**config.mk**
```make
export PLATFORM = sky130hd
export DESIGN_NAME = multicycle_ctrl
export DESIGN_NICKNAME = d
export VERILOG_FILES = /design/src/rtl/riscv_pkg.sv /design/src/rtl/mc_wait_timer.sv /design/src/rtl/multicycle_ctrl.sv
export SDC_FILE = /design/constraint.sdc
export NUM_CORES = 1
export LEC_CHECK = 0
export BUFFER_PORTS_ARGS = -buffer_cell sky130_fd_sc_hd__buf_2
export CAP_MARGIN = 20
export CELL_PAD_IN_SITES_DETAIL_PLACEMENT = 1
export CELL_PAD_IN_SITES_GLOBAL_PLACEMENT = 1
export CORE_MARGIN = 5
export CORE_UTILIZATION = 21
export CTS_BUF_LIST = sky130_fd_sc_hd__clkbuf_8 sky130_fd_sc_hd__clkbuf_16
export DETAILED_ROUTE_END_ITERATION = 10
export PLACE_DENSITY_LB_ADDON = 0.1
export RECOVER_POWER = 100
export SLEW_MARGIN = 15
export SYNTH_ARGS = -nofsm -noshare
export SYNTH_HDL_FRONTEND = slang
export SYNTH_SLANG_ARGS = --single-unit
```
**constraint.sdc**
```tcl
create_clock -name i_clk -period 4.8 [get_ports i_clk]
set_input_delay 0.96 -clock i_clk [delete_from_list [all_inputs] [get_ports i_clk]]
set_output_delay 0.96 -clock i_clk [all_outputs]
set_load 0.02 [all_outputs]
```
**src/rtl/riscv_pkg.sv**
```systemverilog
// Shared opcode constants, FSM state encoding and control-field enums for the
// multicycle controller.
package riscv_pkg;

   localparam int ACK_TIMEOUT_DEF = 16;

   localparam logic [6:0] OP_IMM    = 7'b0010011;
   localparam logic [6:0] OP_LOAD   = 7'b0000011;
   localparam logic [6:0] OP_STORE  = 7'b0100011;
   localparam logic [6:0] OP_LUI    = 7'b0110111;
   localparam logic [6:0] OP_BRANCH = 7'b1100011;
   localparam logic [6:0] OP_JAL    = 7'b1101111;

   typedef enum logic [2:0] {
      FETCH  = 3'd0,
      DECODE = 3'd1,
      EXEC   = 3'd2,
      MEM    = 3'd3,
      WB     = 3'd4,
      TRAP   = 3'd5
   } state_e;

   typedef enum logic {
      PC_PLUS4  = 1'b0,
      PC_TARGET = 1'b1
   } pc_sel_e;

   typedef enum logic [1:0] {
      ALU_ADD   = 2'd0,
      ALU_SUB   = 2'd1,
      ALU_FUNCT = 2'd2
   } alu_op_e;

   typedef enum logic [1:0] {
      WB_ALU = 2'd0,
      WB_MEM = 2'd1,
      WB_PC4 = 2'd2,
      WB_IMM = 2'd3
   } wb_sel_e;

   function automatic logic is_legal(input logic [6:0] op);
      return op inside {OP_IMM, OP_LOAD, OP_STORE, OP_LUI, OP_BRANCH, OP_JAL};
   endfunction

endpackage

```
**src/rtl/mc_wait_timer.sv**
```systemverilog
// Memory-ack watchdog: down-counter reloaded whenever a request is not waiting;
// o_expired flags the LIMIT-th consecutive unacknowledged request cycle.
module mc_wait_timer #(
   parameter int LIMIT = 16
) (
   input  logic i_clk,
   input  logic i_rst_n,
   input  logic i_wait,
   output logic o_expired
);

   localparam int W = $clog2(LIMIT + 1);

   logic [W-1:0] cnt;

   always_ff @(posedge i_clk or negedge i_rst_n) begin
      if (!i_rst_n) begin
         cnt <= W'(LIMIT - 1);
      end else if (i_wait) begin
         if (cnt != '0) cnt <= cnt - W'(1);
      end else begin
         cnt <= W'(LIMIT - 1);
      end
   end

   assign o_expired = i_wait && (cnt == '0);

endmodule

```
**src/rtl/multicycle_ctrl.sv**
```systemverilog
// Multicycle RV32 subset control FSM. Define MULTICYCLE_CTRL_TRAP_EN to add the
// sticky TRAP state (illegal opcode or ACK_TIMEOUT ack wait); otherwise waits are unbounded.
//
//   state  | meaning
//   FETCH  | request instruction at PC; IR and PC+4 written on ack
//   DECODE | classify opcode; unknown opcodes retire as NOP (or trap)
//   EXEC   | ALU setup, branch/jal PC update
//   MEM    | data request at ALU address, held until ack
//   WB     | single-cycle register write
//   TRAP   | sticky fault until reset (trap build only)
module multicycle_ctrl
   import riscv_pkg::*;
#(
   parameter int ACK_TIMEOUT = ACK_TIMEOUT_DEF
) (
   input  logic        i_clk,
   input  logic        i_rst_n,
   input  logic [31:0] i_instruction,
   input  logic        i_zero,
   input  logic        i_mem_ack,
   output logic        o_mem_req,
   output logic        o_mem_we,
   output logic        o_addr_sel,
   output logic        o_ir_we,
   output logic        o_pc_we,
   output logic        o_reg_we,
   output logic        o_pc_sel,
   output logic        o_alu_src,
   output logic [1:0]  o_alu_op,
   output logic [1:0]  o_wb_sel,
   output logic [2:0]  o_state,
   output logic        o_fault
);

   state_e     state, state_nxt;
   logic [6:0] opcode;
   logic       unused_instr;

   assign opcode       = i_instruction[6:0];
   assign unused_instr = ^i_instruction[31:7];
   assign o_state      = state;

`ifdef MULTICYCLE_CTRL_TRAP_EN
   logic req_wait;
   logic timeout;

   assign req_wait = i_rst_n && ((state == FETCH) || (state == MEM)) && !i_mem_ack;

   mc_wait_timer #(.LIMIT(ACK_TIMEOUT)) u_wait_timer (
      .i_clk     (i_clk),
      .i_rst_n   (i_rst_n),
      .i_wait    (req_wait),
      .o_expired (timeout)
   );
`else
   localparam int unused_ack_timeout = ACK_TIMEOUT;
`endif

   always_ff @(posedge i_clk or negedge i_rst_n) begin
      if (!i_rst_n) state <= FETCH;
      else          state <= state_nxt;
   end

   always_comb begin
      state_nxt  = state;
      o_mem_req  = 1'b0;
      o_mem_we   = 1'b0;
      o_addr_sel = 1'b0;
      o_ir_we    = 1'b0;
      o_pc_we    = 1'b0;
      o_reg_we   = 1'b0;
      o_pc_sel   = PC_PLUS4;
      o_alu_src  = 1'b0;
      o_alu_op   = ALU_ADD;
      o_wb_sel   = WB_ALU;
      o_fault    = 1'b0;
      case (state)
         FETCH: begin
            o_mem_req = 1'b1;
            if (i_mem_ack) begin
               o_ir_we   = 1'b1;
               o_pc_we   = 1'b1;
               state_nxt = DECODE;
            end
`ifdef MULTICYCLE_CTRL_TRAP_EN
            else if (timeout) state_nxt = TRAP;
`endif
         end
         DECODE: begin
            if (is_legal(opcode)) state_nxt = EXEC;
`ifdef MULTICYCLE_CTRL_TRAP_EN
            else                  state_nxt = TRAP;
`else
            else                  state_nxt = FETCH;
`endif
         end
         EXEC: begin
            state_nxt = FETCH;
            case (opcode)
               OP_IMM: begin
                  o_alu_src = 1'b1;
                  o_alu_op  = ALU_FUNCT;
                  state_nxt = WB;
               end
               OP_LOAD, OP_STORE: begin
                  o_alu_src = 1'b1;
                  state_nxt = MEM;
               end
               OP_LUI: state_nxt = WB;
               OP_BRANCH: begin
                  o_alu_op = ALU_SUB;
                  if (i_zero) begin
                     o_pc_we  = 1'b1;
                     o_pc_sel = PC_TARGET;
                  end
               end
               OP_JAL: begin
                  o_pc_we  = 1'b1;
                  o_pc_sel = PC_TARGET;
                  o_reg_we = 1'b1;
                  o_wb_sel = WB_PC4;
               end
               default: ;
            endcase
         end
         MEM: begin
            o_mem_req  = 1'b1;
            o_addr_sel = 1'b1;
            o_mem_we   = (opcode == OP_STORE);
            if (i_mem_ack) state_nxt = (opcode == OP_LOAD) ? WB : FETCH;
`ifdef MULTICYCLE_CTRL_TRAP_EN
            else if (timeout) state_nxt = TRAP;
`endif
         end
         WB: begin
            o_reg_we  = 1'b1;
            state_nxt = FETCH;
            case (opcode)
               OP_LOAD: o_wb_sel = WB_MEM;
               OP_LUI:  o_wb_sel = WB_IMM;
               default: o_wb_sel = WB_ALU;
            endcase
         end
`ifdef MULTICYCLE_CTRL_TRAP_EN
         TRAP: o_fault = 1'b1;
`endif
         default: state_nxt = FETCH;
      endcase
      // Reset abandons the instruction at once, so no request or write leaks out while it is low.
      if (!i_rst_n) begin
         state_nxt  = FETCH;
         o_mem_req  = 1'b0;
         o_mem_we   = 1'b0;
         o_addr_sel = 1'b0;
         o_ir_we    = 1'b0;
         o_pc_we    = 1'b0;
         o_reg_we   = 1'b0;
         o_pc_sel   = PC_PLUS4;
         o_alu_src  = 1'b0;
         o_alu_op   = ALU_ADD;
         o_wb_sel   = WB_ALU;
         o_fault    = 1'b0;
      end
   end

endmodule

```
# ---- Word level (Yosys, flattened, before mapping)
# Cells that the tools add are included.
dict set report word_totals {
  register_bits 3
  inputBits 36
  out_inout_bits 16
  wordCells 55
}
dict set report op_classes {
  n_eq_ne 12
  mux 35
  n_reduce_logical 7
}
# op count
set ops {}
lappend ops {{$mux W1} 18}
lappend ops {{$eq A7 B6 Y1 const B} 2}
lappend ops {{$eq A7 B7 Y1 const B} 2}
lappend ops {{$mux W3} 4}
lappend ops {{$pmux W2 S2} 3}
lappend ops {{$pmux W3 S4} 1}
lappend ops {{$mux W2} 5}
lappend ops {{$eq A7 B2 Y1 const B} 1}
lappend ops {{$eq A7 B5 Y1 const B} 1}
lappend ops {{$eq A3 B2 Y1 const B} 2}
lappend ops {{$ne A3 B3 Y1 const B} 2}
lappend ops {{$pmux W1 S2} 3}
lappend ops {{$pmux W3 S2} 1}
lappend ops {{$reduce_bool A6 Y1} 1}
lappend ops {{$reduce_or A2 Y1} 3}
lappend ops {{$eq A3 B1 Y1 const B} 1}
lappend ops {{$eq A3 B3 Y1 const B} 1}
lappend ops {{$logic_not A3 Y1} 1}
lappend ops {{$reduce_or A3 Y1} 1}
lappend ops {{$reduce_and A2 Y1} 1}

# ---- Longest topological paths before layout
dict set report depth {
  depth_word 5
  depth_mapped 5
  depth_no_buf 4
}

# ---- Worst setup path after synthesis
# No wires, ideal clock.
dict set report synth_path {
  path_type {in2out}
  startpoint {input i_instruction[4]}
  endpoint {output o_alu_op[0]}
  t_arrival_ns 2.059
  t_required_ns 3.840
  setup_slack_ns 1.781
  stages 4
  n_path_buf 1
  cell_sequence {buf_4 -> nor2b_1 -> nand4_1 -> nor4_1}
}
dict set report synth_between {
  elab_chain_cells 4
  word_cells_on_any_way 5
  classes_between {eq/ne (2); mux (3)}
}
# element line_no
set synth_lines {}
lappend synth_lines {{start, declared} multicycle_ctrl.sv:18} ;# input logic [31:0] i_instruction,
lappend synth_lines {{$eq A7 B7 Y1 / $eq A7 B5 Y1 (equally long branches)} multicycle_ctrl.sv:99} ;# case (opcode)
lappend synth_lines {{$pmux W2 S2 *} multicycle_ctrl.sv:99}
lappend synth_lines {{$mux W2 *} multicycle_ctrl.sv:77} ;# case (state)
lappend synth_lines {{$mux W2 *} multicycle_ctrl.sv:150} ;# if (!i_rst_n) begin
lappend synth_lines {{end, declared} multicycle_ctrl.sv:29} ;# output logic [1:0] o_alu_op,
# Every way passes the cells marked *; elsewhere a longest branch is shown, timed or not.

# ---- Worst setup path after layout
dict set report layout_path {
  startpoint {input i_instruction[4]}
  endpoint {output o_wb_sel[1]}
}
dict set report layout_between {
  elab_chain_cells 4
  word_cells_on_any_way 7
  classes_between {eq/ne (3); mux (4)}
}
# element line_no
set layout_lines {}
lappend layout_lines {{$eq A7 B6 Y1 (tied with other cells)} multicycle_ctrl.sv:138} ;# case (opcode)
lappend layout_lines {{$pmux W2 S2 / $mux W2 (equally long branches)} {multicycle_ctrl.sv:138, multicycle_ctrl.sv:99}}
lappend layout_lines {{$pmux W2 S2 *} multicycle_ctrl.sv:77}
lappend layout_lines {{$mux W2 *} multicycle_ctrl.sv:150}
lappend layout_lines {{end, declared} multicycle_ctrl.sv:30} ;# output logic [1:0] o_wb_sel,
# Marked as above.

==> flow_summary.json <==
{
  "final.setup.tns_ns": 0,
  "num-fill-cells": 260,
  "initial_core_util": 0.2244,
  "clkSinkCount": 3,
  "rsz0062_at_grt": "no",
  "drive_gt1_frac": 0.2222,
  "peakVddDrop_v": 0.0001774,
  "drt_iter0_markers": 5,
  "die_area_sq_um": 3164,
  "numCtsBuffers": 3,
  "route.detailed.drc": 0,
  "critical_path_class": "input port to output pin",
  "worstPathRequired_ns": 3.84,
  "grt_pass1_vias": 535,
  "p_int_uw": 88.84,
  "final_cell_mix": "15 x clkbuf_1, 10 x buf_2, 6 x nand3_1",
  "min_period_ns": 3.199,
  "finalHoldViolCount": 0,
  "root_buffer": "clkbuf_8",
  "status": "completed",
  "met3_usage": 0.04128,
  "pre_cts_ws_ns": 1.739,
  "ant_nets": 0,
  "p_leak_uw": 0.0002509,
  "finalClockSkew_ns": 0.002863,
  "combPwrFrac": 0.196,
  "viasPerCell": 4.796,
  "core_area_sq_um": 2002,
  "critPathCaptureType": "output pin",
  "antenna_cells": 0,
  "wl_microns": 1416,
  "layout_commonest_cell": "clkbuf_1",
  "vias": 518,
  "clock_latency_ns": 0.22,
  "hold_path.class": "input port to async pin",
  "clockPowerShare": 0.581,
  "io_pins": 52,
  "ys_warn_count": 0,
  "syn_inst": 57,
  "largest_register_ffs": 3,
  "path_clk_slew_ns": 0.03,
  "met2_usage": 0.1436,
  "p_sw_frac": 0.2726,
  "drv_slew": 0,
  "dp_hpwl_microns": 1146,
  "die_h_microns": 56.25,
  "final_net_count": 118,
  "place_congestion": 0.7390,
  "drt_first_pass_iters": 3,
  "postCtsSetupBuffers": 0,
  "cts_buffer_depth": 2,
  "seqPwrFrac": 0.223,
  "h-tree-depth": 1,
  "grt_first_pass_wirelength_microns": 2346,
  "crit_path_max_fanout": 9,
  "p_switching_uw": 33.29,
  "die_w_microns": 56.25,
  "cts.hold.buffers_added": 0,
  "antenna_found_initial": 0,
  "ctsResizeCount": 0,
  "post-route-period-util": 0.6665,
  "cts_tree": "done",
  "grt.busiest_layer": "met2",
  "powerDensity_nw_per_um2": 213.6,
  "yosysUniqueCellTypes": 33,
  "netlist_area_sq_um": 449.2,
  "area_growth_pct": 27.30,
  "wire_per_inst_microns": 13.11,
  "multi_input_area_sq_um": 296.5,
  "ys_seq_area_frac": 0.1671,
  "cp.arrival_ns": 2.24,
  "grt.met1_usage": 0.1219,
  "grt_max_degree": 11,
  "fmax_ghz": 0.3126,
  "core.rowCount": 16,
  "ys_seq_elements": 3,
  "setup_violations": 0,
  "grt_overflow": 0,
  "fin_ws_ns": 1.601,
  "port_buffers": 25,
  "syn_avg_cell_area_sq_um": 7.880,
  "grt_use_total": 0.09405,
  "regArea_sq_um": 75.07,
  "maxCapViolations": 0,
  "synth_fp_nets": 93,
  "critPathLaunchType": "input port"
}
[per-layer routing]
layer,up-vias,wire (microns)
met5,-,0
met4,0,0
met3,0,87
met2,17,640
met1,243,689
li1,258,-
[logic make-up (layout without fill, tap and decap cells)]
| family | Yosys count | count (layout) | synth area share |
|---|---|---|---|
| flops | 3 | 3 | 0.1671 |
| mux | 1 | 1 | 0.02507 |
| compound gates | 12 | 12 | 0.1978 |
| buf+inv | 9 | 33 | 0.1504 |
| other cells | 1 | 1 | 0.008349 |
| simple gates | 31 | 31 | 0.4513 |
[final timing paths]
path | from | to | slack [ns] | depth (start not counted)
min in group i_clk | o_state[1]$_DFFE_PN0P_ | o_state[2]$_DFFE_PN0P_ | 0.65 | 1
worst min register to register | o_state[1]$_DFFE_PN0P_ | o_state[2]$_DFFE_PN0P_ | 0.65 | 1
max in group asynchronous | i_rst_n | o_state[1]$_DFFE_PN0P_ | 4.01 | 1
worst max-delay path | i_instruction[4] | o_wb_sel[1] | 1.60 | 6
worst max register to register | o_state[0]$_DFFE_PN0P_ | o_state[2]$_DFFE_PN0P_ | 3.43 | 4
worst min-delay path | i_rst_n | o_state[2]$_DFFE_PN0P_ | 0.58 | 1
[cell usage after synthesis, drive strengths merged]
cell type / instances / area, sq um
a211oi: 1 / 12.51
a21oi: 3 / 15.01
a41o: 1 / 10.01
and3b: 1 / 8.760
and4: 2 / 17.52
and4b: 1 / 10.01
and4bb: 1 / 16.27
buf: 5 / 52.54
conb: 1 / 3.750
dfrtp: 3 / 75.07
inv: 4 / 15.01
mux2: 1 / 11.26
nand2: 5 / 18.77
nand2b: 1 / 6.260
nand3: 6 / 30.03
nand3b: 1 / 7.510
nand4: 2 / 12.51
nor2: 3 / 11.26
nor2b: 3 / 18.77
nor3: 1 / 10.01
nor3b: 1 / 7.510
nor4: 1 / 6.260
nor4bb: 1 / 10.01
o211ai: 1 / 7.510
o21ai: 3 / 18.77
o31ai: 1 / 7.510
o32ai: 1 / 8.760
o41ai: 1 / 8.760
or3: 1 / 11.26
[worst max-delay path, stage by stage]
cell and delay [ns]:
clkbuf_1 0.19, nor2b_1 0.16, nand4_1 0.17, or3_1 0.45, o21ai_2 0.07, clkbuf_1 0.24
[final cells by class]
class,instances,area share
Multi-Input combinational cell,45,0.5186
Timing Repair Buffer,25,0.1860
Sequential cell,3,0.1313
Clock buffer,3,0.07221
Tap cell,27,0.05908
Inverter,4,0.02626
Clock inverter,1,0.006565
[power groups by stage]
| stage | Sequential [uW] | Clock (uW) | Combinational, uW |
|---|---|---|---|
| 2_1_floorplan | 27.3 | 0 | 18.2 |
| 3_3_place_gp | 27.5 | 0 | 25.1 |
| 3_5_place_dp | 27.5 | 0 | 25.3 |
| 4_1_cts | 27.3 | 73.1 | 25.4 |
| 5_1_grt | 27.4 | 77.6 | 26.8 |
| 6_report | 27.2 | 71.0 | 23.9 |
[metrics by stage]
stage	util	hold slack [ns]	std cells	power (uW)	area, sq um
6_report	0.2856	0.5841	108	122.1	571.8
5_1_grt	0.2856	0.6085	108	131.8	571.8
4_1_cts	0.3000	0.5494	108	125.8	600.6
3_5_place_dp	0.2775	0.6506	104	52.79	555.5
3_3_place_gp	0.2775	0.6602	104	52.61	555.5
2_1_floorplan	-	0.6644	57	45.50	449.2
Power figures use the tool's default switching activity.
